`src/rtl/usb_rx_phy.sv`:
```
`default_nettype none
// ============================================================================
//  Module   : usb_rx_phy
//  Purpose  : Full-speed USB receive front end: D+/D- lines to a byte stream.
//  Revision : 1.0  initial release
// ============================================================================
module usb_rx_phy #(
    parameter int CLKS_PER_BIT = 4,
    parameter int RESET_CYCLES = 120
) (
    input  logic       clock48,
    input  logic       reset_n,
    input  logic       dp,
    input  logic       dn,
    output logic [7:0] rx_byte,
    output logic       rx_valid,
    output logic       rx_active,
    output logic       rx_eop,
    output logic       rx_error,
    output logic       bus_reset
);

    localparam int c_ph_w  = $clog2(CLKS_PER_BIT);
    localparam int c_cnt_w = $clog2(RESET_CYCLES + 1);

    localparam logic [1:0] c_ln_se0 = 2'b00;
    localparam logic [1:0] c_ln_k   = 2'b01;
    localparam logic [1:0] c_ln_j   = 2'b10;

    localparam logic [2:0] c_st_idle = 3'd0;
    localparam logic [2:0] c_st_sync = 3'd1;
    localparam logic [2:0] c_st_data = 3'd2;
    localparam logic [2:0] c_st_eop  = 3'd3;
    localparam logic [2:0] c_st_wait = 3'd4;

    logic               r_dp_meta, r_dp_sync, r_dn_meta, r_dn_sync;
    logic [1:0]         r_line_d, r_prev;
    logic [c_ph_w-1:0]  r_phase;
    logic [c_cnt_w-1:0] r_se0_cnt;
    logic [2:0]         r_state, r_zeros, r_ones, r_bits, r_jcnt;
    logic [1:0]         r_se0_bits;
    logic [7:0]         r_shift, r_byte;
    logic               r_misaligned, r_valid, r_active, r_eop, r_error, r_bus_reset;

    logic [1:0] w_line;
    logic       w_change, w_tick, w_se0, w_j, w_k, w_bit;

    // Synchronizers idle at J so reset release does not look like a line edge
    always_ff @(posedge clock48 or negedge reset_n) begin
        if (!reset_n) begin
            r_dp_meta <= 1'b1;
            r_dp_sync <= 1'b1;
            r_dn_meta <= 1'b0;
            r_dn_sync <= 1'b0;
        end else begin
            r_dp_meta <= dp;
            r_dp_sync <= r_dp_meta;
            r_dn_meta <= dn;
            r_dn_sync <= r_dn_meta;
        end
    end

    always_comb begin
        w_line = c_ln_se0;
        if (r_dp_sync && !r_dn_sync)
            w_line = c_ln_j;
        else if (!r_dp_sync && r_dn_sync)
            w_line = c_ln_k;
    end

    // A tick in the same cycle as an edge would sample the new bit twice
    assign w_change = (w_line != r_line_d);
    assign w_tick   = !w_change && (r_phase == c_ph_w'(CLKS_PER_BIT / 2 - 1));
    assign w_se0    = (w_line == c_ln_se0);
    assign w_j      = (w_line == c_ln_j);
    assign w_k      = (w_line == c_ln_k);
    assign w_bit    = (w_line == r_prev);

    always_ff @(posedge clock48 or negedge reset_n) begin
        if (!reset_n) begin
            r_line_d    <= c_ln_j;
            r_phase     <= '0;
            r_se0_cnt   <= '0;
            r_bus_reset <= 1'b0;
        end else begin
            r_line_d    <= w_line;
            r_phase     <= w_change ? '0 : r_phase + 1'b1;
            if (!w_se0)
                r_se0_cnt <= '0;
            else if (r_se0_cnt != c_cnt_w'(RESET_CYCLES))
                r_se0_cnt <= r_se0_cnt + 1'b1;
            r_bus_reset <= w_se0 && (r_se0_cnt >= c_cnt_w'(RESET_CYCLES - 1));
        end
    end

    always_ff @(posedge clock48 or negedge reset_n) begin
        if (!reset_n) begin
            r_state      <= c_st_idle;
            r_prev       <= c_ln_j;
            r_zeros      <= '0;
            r_ones       <= '0;
            r_bits       <= '0;
            r_jcnt       <= '0;
            r_se0_bits   <= '0;
            r_shift      <= '0;
            r_byte       <= '0;
            r_misaligned <= 1'b0;
            r_valid      <= 1'b0;
            r_active     <= 1'b0;
            r_eop        <= 1'b0;
            r_error      <= 1'b0;
        end else begin
            r_valid <= 1'b0;
            r_eop   <= 1'b0;
            r_error <= 1'b0;
            if (r_bus_reset) begin
                r_state  <= c_st_idle;
                r_active <= 1'b0;
                if (w_tick)
                    r_prev <= w_line;
            end else if (w_tick) begin
                r_prev <= w_line;
                case (r_state)
                    c_st_idle: begin
                        if (w_k) begin
                            r_state <= c_st_sync;
                            r_zeros <= 3'd1;
                        end
                    end
                    c_st_sync: begin
                        if (w_se0) begin
                            r_state <= c_st_idle;
                        end else if (w_bit) begin
                            if (r_zeros >= 3'd3) begin
                                r_state  <= c_st_data;
                                r_active <= 1'b1;
                                r_bits   <= '0;
                                r_ones   <= '0;
                            end else begin
                                r_state <= c_st_idle;
                            end
                        end else if (r_zeros != 3'd7) begin
                            r_zeros <= r_zeros + 1'b1;
                        end
                    end
                    c_st_data: begin
                        if (w_se0) begin
                            r_state      <= c_st_eop;
                            r_misaligned <= (r_bits != 3'd0);
                            r_se0_bits   <= 2'd1;
                        end else if (r_ones == 3'd6) begin
                            if (w_bit) begin
                                r_error  <= 1'b1;
                                r_active <= 1'b0;
                                r_state  <= c_st_wait;
                                r_jcnt   <= '0;
                            end else begin
                                r_ones <= '0;
                            end
                        end else begin
                            r_shift <= {w_bit, r_shift[7:1]};
                            r_bits  <= r_bits + 1'b1;
                            r_ones  <= w_bit ? r_ones + 1'b1 : 3'd0;
                            if (r_bits == 3'd7) begin
                                r_byte  <= {w_bit, r_shift[7:1]};
                                r_valid <= 1'b1;
                            end
                        end
                    end
                    c_st_eop: begin
                        if (w_se0) begin
                            if (r_se0_bits >= 2'd2) begin
                                r_error  <= 1'b1;
                                r_active <= 1'b0;
                                r_state  <= c_st_wait;
                                r_jcnt   <= '0;
                            end else begin
                                r_se0_bits <= r_se0_bits + 1'b1;
                            end
                        end else if (w_j) begin
                            r_eop    <= 1'b1;
                            r_error  <= r_misaligned;
                            r_active <= 1'b0;
                            r_state  <= c_st_idle;
                        end else begin
                            r_error  <= 1'b1;
                            r_active <= 1'b0;
                            r_state  <= c_st_wait;
                            r_jcnt   <= '0;
                        end
                    end
                    c_st_wait: begin
                        if (w_j) begin
                            if ((r_prev == c_ln_se0) || (r_jcnt == 3'd7))
                                r_state <= c_st_idle;
                            else
                                r_jcnt <= r_jcnt + 1'b1;
                        end else begin
                            r_jcnt <= '0;
                        end
                    end
                    default: r_state <= c_st_idle;
                endcase
            end
        end
    end

    assign rx_byte   = r_byte;
    assign rx_valid  = r_valid;
    assign rx_active = r_active;
    assign rx_eop    = r_eop;
    assign rx_error  = r_error;
    assign bus_reset = r_bus_reset;

endmodule
`default_nettype wire

```
`config.mk`:
```
export PLATFORM = sky130hd
export DESIGN_NAME = usb_rx_phy
export DESIGN_NICKNAME = d
export VERILOG_FILES = /design/src/rtl/usb_rx_phy.sv
export SDC_FILE = /design/constraint.sdc
export NUM_CORES = 1
export LEC_CHECK = 0
export ABC_CLOCK_PERIOD_IN_PS = 2800
export BUFFER_PORTS_ARGS = -buffer_cell sky130_fd_sc_hd__buf_2
export CAP_MARGIN = 20
export CORE_ASPECT_RATIO = 0.5
export CORE_MARGIN = 3
export CORE_UTILIZATION = 52
export DETAILED_ROUTE_END_ITERATION = 8
export PLACE_DENSITY_LB_ADDON = 0.3
export SLEW_MARGIN = 20
export SYNTH_ARGS = -nofsm -noshare
export SYNTH_HDL_FRONTEND = slang
export SYNTH_SLANG_ARGS = --single-unit
```
`constraint.sdc`:
```
create_clock -name clock48 -period 2.8 [get_ports clock48]
set_input_delay 0.28 -clock clock48 [delete_from_list [all_inputs] [get_ports clock48]]
set_output_delay 0.28 -clock clock48 [all_outputs]
set_load 0.02 [all_outputs]
```
Word level (Yosys, flattened, before mapping)
Index checks and enable logic that the tools add are counted.

word-level totals
  word-level logic and storage cells = 187
  register bits after elaboration = 56
  output and inout bits = 13
  input bits = 4

cells by class
  magnitude comparators = 3
  add/subtract/negate cells = 7
  bitwise logic cells = 3
  multiplexer cells = 79
  reduce and logical (&&, ||, !) cells = 28
  equal/unequal tests = 45

operator list
  operator                                                                count
  3-bit 2-to-1 mux                                                        33
  3-bit inequality test (second input constant)                           14
  1-bit 2-to-1 mux                                                        30
  2-bit inequality test (second input constant)                           13
  8-bit AND reduction                                                     3
  3-bit case mux with 2 select lines                                      3
  9-bit AND reduction                                                     2
  4-bit inequality test (second input constant)                           4
  3-bit case mux with 5 select lines                                      1
  7-bit 2-to-1 mux                                                        2
  3-bit by 1-bit adder with 3-bit output (second input constant)          4
  3-bit equality test (second input constant)                             4
  2-bit 2-to-1 mux                                                        6
  6-bit AND reduction                                                     2
  3-bit case mux with 3 select lines                                      1
  2-bit nonzero test                                                      4
  7-bit by 1-bit adder with 7-bit output (second input constant)          1
  7-bit >= comparator (second input constant)                             1
  7-bit inequality test (second input constant)                           1
  7-bit AND reduction                                                     1
  3-bit by 2-bit equality test with 1-bit output (second input constant)  2
  3-bit nonzero test                                                      2
  5-bit AND reduction                                                     1
  2-bit by 1-bit adder with 2-bit output (second input constant)          2
  other kinds (19)                                                        28

Longest topological paths before layout
Gate-level depths: netlist of the first run.

  depth after elaboration = 11
  depth in mapped cells = 8

Worst setup path before layout of the first run
Ideal clock, no wire load.

  kind = register to register
  from = register r_dp_sync
  to = register r_shift[1]
  arrival = 2,046 ps
  setup slack = 629 ps
  path buffers = 1
  clock period less this slack = 2,171 ps
  stages on the path, launching flop included = 8
  cells stage by stage = dfstp_2 -> inv_1 -> ha_1 -> xnor2_2 -> nand4b_4 -> nor3_4 -> buf_4 -> mux2_2

on the way
  word-level cells in the longest chain between the ends = 8

ends and longest elaborated chain
  what                                      RTL line  RTL
  start, declared                           36        logic r_dp_meta, r_dp_sync, r_dn_meta, r_dn_sync;
  start signal, assigned                    57        r_dp_sync <= r_dp_meta;
  1-bit logical NOT                         67        else if (!r_dp_sync && r_dn_sync)
  1-bit logical AND                         67
  1-bit 2-to-1 mux                          67
  2-bit 2-to-1 mux (*)                      65        if (r_dp_sync && !r_dn_sync)
  net w_line[0]                             45        logic [1:0] w_line;
  2-bit inequality test                     72        assign w_change = (w_line != r_line_d);
  1-bit logical NOT                         73        assign w_tick = !w_change && (r_phase == c_ph_w'(CLKS_PER_BIT / 2 - 1));
  1-bit logical AND                         73
  5-bit AND reduction (no source line) (*)  --
  end signal, assigned                      161       r_shift <= {w_bit, r_shift[7:1]};
  end, declared                             42        logic [7:0] r_shift, r_byte;

The timed path passes the listed nets; every way through them passes the cells marked *.
A chain may end at the register's enable or synchronous reset.

Final worst setup path of the first run
  from = register r_dp_sync
  to = register r_jcnt[0]

on the way
  word-level cells in the longest chain between the ends = 8

ends and longest elaborated chain
  what                                                                         RTL line  RTL
  1-bit logical NOT                                                            67
  1-bit logical AND                                                            67
  1-bit 2-to-1 mux                                                             67
  2-bit 2-to-1 mux (*)                                                         65
  parallel branches: the longest is 4 deep, another holds 9-bit AND reduction  --
  end signal, assigned                                                         197       r_jcnt <= r_jcnt + 1'b1;
  end, declared                                                                40        logic [2:0] r_state, r_zeros, r_ones, r_bits, r_jcnt;

Every way passes the cells marked *.

==> results of run 1 <==
worst paths after layout:
kind	endpoint	startpoint	slack, ns
max	r_jcnt[0]	r_dp_sync	0.33
min	r_dp_meta	dp	0.07
max reg2reg	r_jcnt[0]	r_dp_sync	0.33
min reg2reg	r_dn_sync	r_dn_meta	0.36
max in group asynchronous	r_line_d[1]	reset_n	1.58
min in group asynchronous	r_jcnt[2]	reset_n	0.41
cell usage in the layout, fill, tap and decap left out, types with 2 or more instances in the layout:
cell,netlist,routed
xor2_1,5,5
a22o_1,2,2
ha_1,17,17
nand3b_1,2,2
buf_2,2,16
nor2_1,19,19
inv_1,19,19
a211oi_1,4,4
a31oi_1,3,3
o21ai_0,10,10
nor3_1,6,6
nor2b_1,3,3
buf_4,2,2
nand3_1,6,6
o32ai_1,2,2
a21oi_1,8,8
dfrtp_1,51,51
nand2b_1,3,3
nor3b_1,2,2
and3_1,3,3
and2_1,3,3
mux2i_1,8,8
nand2_1,16,16
o31ai_1,2,2
o21ai_1,2,2
or3_1,2,2
dfstp_2,4,4
mux2_4,8,8
xnor2_2,2,2
bufinv_16,0,2
clkbuf_8,0,5
mux2_2,10,10
sequential cells by signal, indices dropped and copies added, names as in the netlist:
register / cells
r_dn_meta: 1
r_jcnt: 3
rx_active: 1
r_state: 3
r_misaligned: 1
r_se0_bits: 2
r_phase: 2
r_prev: 2
r_dn_sync: 1
r_se0_cnt: 7
r_zeros: 3
r_line_d: 2
rx_error: 1
r_shift: 7
rx_byte: 8
rx_valid: 1
r_dp_sync: 1
bus_reset: 1
r_dp_meta: 1
r_ones: 3
rx_eop: 1
r_bits: 3
per-stage QoR:
step           std cells  power (mW)  setup slack [ns]
3_3_place_gp         333        1.71             0.462
6_report             342        2.36             0.327
4_1_cts              342        2.37             0.330
5_1_grt              342        2.52             0.172
3_5_place_dp         333        1.73             0.403
2_1_floorplan        251        1.59             0.629
area by class of cell:
class	count	area share, %
Clock inverter	3	2.15
Timing Repair Buffer	19	3.35
Multi-Input combinational cell	170	43.1
Clock buffer	5	2.19
Sequential cell	55	44.0
Inverter	20	2.39
Tap cell	70	2.79
power by group:
group          internal [mW]  total [mW]  leakage [nW]  switching [mW]
Clock                  0.357       0.617        0.0644           0.260
Sequential             0.921        1.09         0.727           0.170
Combinational          0.273       0.648         0.756           0.375
Total                   1.55        2.36          1.55           0.804
cells in the mapped netlist (3+ instances only):
master / instances
nand2_1: 16
mux2_2: 10
nor2b_1: 3
ha_1: 17
mux2i_1: 8
nand2b_1: 3
nor3_1: 6
mux2_4: 8
o21ai_0: 10
inv_1: 19
a31oi_1: 3
xor2_1: 5
nand3_1: 6
dfrtp_1: 51
and3_1: 3
dfstp_2: 4
and2_1: 3
a21oi_1: 8
nor2_1: 19
a211oi_1: 4
critical path: stages (launching register included):
cell     delay [ns]
dfstp_2        0.56
inv_1          0.04
ha_1           0.46
inv_2          0.20
o31ai_1        0.37
o32ai_1        0.14
o21ai_2        0.24
mux2_1         0.34
per-layer routing:
metal	wire, um	vias to the layer above	global-route usage (%)
li1	-	915	-
met1	2360	931	23.8
met2	2360	47	28.3
met3	261	5	3.96
met4	38	0	5.26
met5	0	-	0
timing repair:
item                      in CTS  in global routing
hold buffers                   1                  0
buffers inserted               0                  0
hold endpoints to repair      12                  0
logic make-up after synthesis:
| kind of cell | count (synthesis) |
|---|---|
| mux | 27 |
| compound gates | 42 |
| xor+xnor | 8 |
| simple gates | 76 |
| fa+ha+maj | 17 |
| buf+inv | 26 |
| flops | 55 |
==> impl_metrics.env, run 1 <==
export IMPL_crit_path_end_kind="flip-flop"
export IMPL_grt_remaining_overflow=0
export IMPL_synth_fa_ha_area_share_pct=7.49
export IMPL_clock_latency_ns=0.31
export IMPL_drtIter0Drc=97
export IMPL_synth_distinct_cells=54
export IMPL_fin_skew_ns=0.0117
export IMPL_status="finished clean"
export IMPL_vias=1898
export IMPL_clk_path_buf_depth=2
export IMPL_area_growth_syn_to_layout_pct=10.4
export IMPL_die_h_um=58.3
export IMPL_synth_xor_area_share_pct=3.00
export IMPL_antenna_found_initial=0
export IMPL_cp_max_fo=15
export IMPL_start_util_pct=55.8
export IMPL_final_setup_tns_ns=0
export IMPL_cts_resized_gates=0
export IMPL_synth_edf_count=0
export IMPL_multi_input_area_um2=1350
export IMPL_vias_per_cell=5.55
export IMPL_synth_flop_cell="dfrtp_1"
export IMPL_p_per_area_nw_per_um2=751
export IMPL_p_leak_nw=1.55
export IMPL_cts_tree="yes"
export IMPL_wl_per_cell_um=14.7
export IMPL_async_flop_share_pct=100
export IMPL_dr_pass1_iters=4
export IMPL_track_usage_pct=17.4
export IMPL_min_path_cells=1
export IMPL_synth_top_family_by_area="simple AND/OR/NAND/NOR gates"
export IMPL_final_seq_area_um2=1380
export IMPL_yosys_area_share_simple_pct=15.2
export IMPL_root_buffer="clkbuf_8"
export IMPL_postLayoutCoreUtil_pct=61.6
export IMPL_cp_arrival_ns=2.67
export IMPL_drc=0
export IMPL_ys_ff_latch=55
export IMPL_worstSetupStartpointType="flip-flop"
export IMPL_syn_area_per_cell_um2=11.3
export IMPL_synth_compound_area_share_pct=10.4
export IMPL_timing_fmax_mhz=404
export IMPL_fp_dieW_um=111
export IMPL_synthesis_nets=272
export IMPL_fillers=420
export IMPL_dpl_hpwl_um=3640
export IMPL_ant_nets=0
export IMPL_grt_max_degree=41
export IMPL_io_buffers=16
export IMPL_htreeDepth=2
export IMPL_maxCapViolations=0
export IMPL_syn_area_um2=2840
export IMPL_placed_area_um2=2990
export IMPL_ir_worst_vdd_v=0.000355
export IMPL_nets=292
export IMPL_stdcell_area_um2=3140
export IMPL_wirelength_um=5030
export IMPL_holdCritPathClass="in2reg"
export IMPL_slew_viol_final=0
export IMPL_r2r_cells=7
export IMPL_drive_gt1_share_pct=23.2
export IMPL_synth_mux_area_share_pct=11.4
export IMPL_row_count=18
export IMPL_path_clk_slew_ns=0.09
export IMPL_synth_top_area_share_pct=44.9
export IMPL_grt_pass1_wl_um=9060
export IMPL_coreArea_um2=5090
export IMPL_dieArea_um2=6440
export IMPL_path_class="reg2reg"
export IMPL_yosys_warnings=0
export IMPL_seq_area_frac_synth_pct=48.6
export IMPL_finalHoldViolCount=0
export IMPL_fin_crit_sh_pct=88.3
export IMPL_gp_congestion=0.886
export IMPL_numCtsBuffers=5
export IMPL_synthCells=251
export IMPL_worst_pin_slew_ns=0.545
export IMPL_ios=17
export IMPL_maxSlewHeadroom_pct=63.6
export IMPL_setup_viol=0
export IMPL_min_period_ns=2.47
export IMPL_cts_sinks=55
export IMPL_grt_pass1_vias=1922
export IMPL_rsz0062_at_grt="false"
export IMPL_synth_area_top_cells="dfrtp_1, ha_1, mux2_4, mux2_2, dfstp_2"
export IMPL_required_ns=2.99
export IMPL_yosysTopAreaCell="dfrtp_1"
export IMPL_whs_ns=0.0711
export IMPL_insertedDiodeCount=0
Note: power is estimated with default switching activity, not from simulation.
==> inputs of run 2 (changes only) <==
--- a/config.mk
+++ b/config.mk
@@ -7,12 +7,13 @@
 export LEC_CHECK = 0
 export ABC_CLOCK_PERIOD_IN_PS = 2800
 export BUFFER_PORTS_ARGS = -buffer_cell sky130_fd_sc_hd__buf_2
-export CAP_MARGIN = 20
+export CAP_MARGIN = 10
 export CORE_ASPECT_RATIO = 0.5
 export CORE_MARGIN = 3
 export CORE_UTILIZATION = 52
 export DETAILED_ROUTE_END_ITERATION = 8
-export PLACE_DENSITY_LB_ADDON = 0.3
+export PLACE_DENSITY_LB_ADDON = 0.25
+export REMOVE_ABC_BUFFERS = 1
 export SLEW_MARGIN = 20
 export SYNTH_ARGS = -nofsm -noshare
 export SYNTH_HDL_FRONTEND = slang
==> run 2 against run 1 <==
- wire length shrank 2.3%
- first-iteration DRC count grew 21%
- sequential power is essentially flat
- clock skew shrank 0.0033 ns
- highest routed layer unchanged
- core utilization shrank 0.32 points
- final cell count grew 0.29%
- die area is the same
- non-clock buffer count grew 1
- critical path type unchanged
- cell area shrank 0.52%
==> impl_metrics.env, run 2 (same netlist as run 1, synthesis figures left out) <==
export IMPL_wl_per_cell_um=14.3
export IMPL_reg2reg_slack_ns=0.34
export IMPL_grt_max_degree=47
export IMPL_cts_hold_buf=0
export IMPL_dr_pass1_iters=7
export IMPL_fp_dieW_um=111
export IMPL_place_inst=334
export IMPL_track_usage_pct=16.9
export IMPL_antenna_found_initial=0
export IMPL_fin_skew_ns=0.00845
export IMPL_grt_pass1_wl_um=8710
export IMPL_clock_latency_ns=0.31
export IMPL_grt_pass1_vias=1934
export IMPL_cts_sinks=55
export IMPL_power_total_mw=2.25
export IMPL_vias=1885
export IMPL_wirelength_um=4910
export IMPL_crit_path_end_kind="flip-flop"
export IMPL_slew_viol_final=0
export IMPL_rsz0062_at_grt="false"
export IMPL_stdcell_area_um2=3120
export IMPL_worstHoldStart="dp"
export IMPL_drtIter0Drc=117
export IMPL_drive_gt1_share_pct=23.1
export IMPL_nets=293
export IMPL_drc=0
export IMPL_clk_path_buf_depth=2
export IMPL_multi_input_area_um2=1350
export IMPL_worstPathCellList="inv_1 > ha_1 > inv_2 > o31ai_1 > o32ai_1 > o21ai_2 > mux2_1"
export IMPL_finalHoldViolCount=0
export IMPL_numCtsBuffers=5
export IMPL_status="finished clean"
export IMPL_fillers=408
export IMPL_maxSlewHeadroom_pct=61.6
export IMPL_dieArea_um2=6440
export IMPL_path_depth=7
export IMPL_fin_crit_sh_pct=88.0
export IMPL_root_buffer="clkbuf_8"
export IMPL_final_setup_tns_ns=0
export IMPL_maxCapViolations=0
export IMPL_critPathMaxStageDelay_ns=0.56
export IMPL_insertedDiodeCount=0
export IMPL_p_per_area_nw_per_um2=722
export IMPL_r2r_start="r_dp_sync"
export IMPL_min_path_cells=1
export IMPL_rr_endpoint="r_jcnt[0]"
export IMPL_finalNonFillerCells=343
export IMPL_p_leak_nw=1.54
export IMPL_final_cell_mix="dfrtp_1, inv_1, nor2_1"
export IMPL_path_clk_slew_ns=0.09
export IMPL_grt_remaining_overflow=0
export IMPL_holdPathEnd="r_dp_meta"
export IMPL_post_cts_buffers=0
export IMPL_worst_pin_slew_ns=0.577
export IMPL_cp_arrival_ns=2.65
export IMPL_htreeDepth=2
export IMPL_worstSetupStartpointType="flip-flop"
export IMPL_min_period_ns=2.46
export IMPL_vias_per_cell=5.50
export IMPL_ant_nets=0
export IMPL_final_common_cell="dfrtp_1"
export IMPL_holdCritPathClass="in2reg"
export IMPL_path_class="reg2reg"
export IMPL_setup_viol=0
export IMPL_r2r_cells=7
export IMPL_die_h_um=58.3
export IMPL_final_seq_area_um2=1380
export IMPL_largest_register_ffs=8
export IMPL_crit_family="compound AO/OA/AOI/OAI gates"
export IMPL_start_util_pct=55.8
export IMPL_cts_resized_gates=0
export IMPL_timing_fmax_mhz=406
export IMPL_gp_congestion=0.894
export IMPL_cts_tree="yes"
export IMPL_placed_area_um2=3000
export IMPL_ios=17
export IMPL_path_buf_inv=2
export IMPL_io_buffers=16
export IMPL_row_count=18
export IMPL_cp_max_fo=15
export IMPL_required_ns=2.99
export IMPL_dpl_hpwl_um=3690
export IMPL_cp_slowest_cell="dfstp_2"
export IMPL_ir_worst_vdd_v=0.000276
export IMPL_area_growth_syn_to_layout_pct=9.87
export IMPL_coreArea_um2=5090
export IMPL_whs_ns=0.0677
-- run 2: routing by layer --
layer / GRT usage, % / up-vias / wire [um] / part of all wire (%)
met5: 0 / - / 0 / 0
met4: 4.56 / 0 / 59 / 1.2
met3: 4.69 / 7 / 257 / 5.2
met2: 28.8 / 51 / 2290 / 47
met1: 21.7 / 915 / 2300 / 47
li1: - / 912 / - / -
-- run 2: final cells by class --
class,instances,share of cell area [%]
flip-flops and latches,55,44.3
well taps,70,2.81
clock buffers,6,2.33
inverters,20,2.41
multi-input cells,170,43.3
clock inverters,2,1.20
repair buffers,20,3.69
-- run 2: power by group --
| group | leakage, nW | internal, mW | switching [mW] | total (mW) |
|---|---|---|---|---|
| sequential | 0.727 | 0.921 | 0.154 | 1.08 |
| combinational | 0.762 | 0.282 | 0.376 | 0.658 |
| clock | 0.0514 | 0.267 | 0.251 | 0.518 |
| total | 1.54 | 1.47 | 0.781 | 2.25 |
-- run 2: how the worst max path moves through the flow --
stage | start | end | slack [ns]
6_report | r_dp_sync | r_jcnt[0] | 0.34
5_1_grt | r_dp_sync | r_shift[2] | 0.23
4_1_cts | r_dp_sync | r_shift[2] | 0.34
3_5_place_dp | r_dp_sync | r_shift[2] | 0.35
3_3_place_gp | r_dp_sync | r_shift[1] | 0.44
2_1_floorplan | r_dp_sync | rx_byte[0] | 0.47
-- run 2: worst reg2reg max path, cell delays in order, from the launching register on --
cell and delay (ns):
dfstp_2 0.56, inv_1 0.05, ha_1 0.46, inv_2 0.20
o31ai_1 0.37, o32ai_1 0.14, o21ai_2 0.24, mux2_1 0.34
-- run 2: through the flow --
stage,setup slack [ns],utilization [%]
after floorplan,0.468,-
after global placement,0.436,58.9
after detailed placement,0.345,58.9
after CTS,0.343,61.1
after global routing,0.229,61.3
final,0.337,61.3
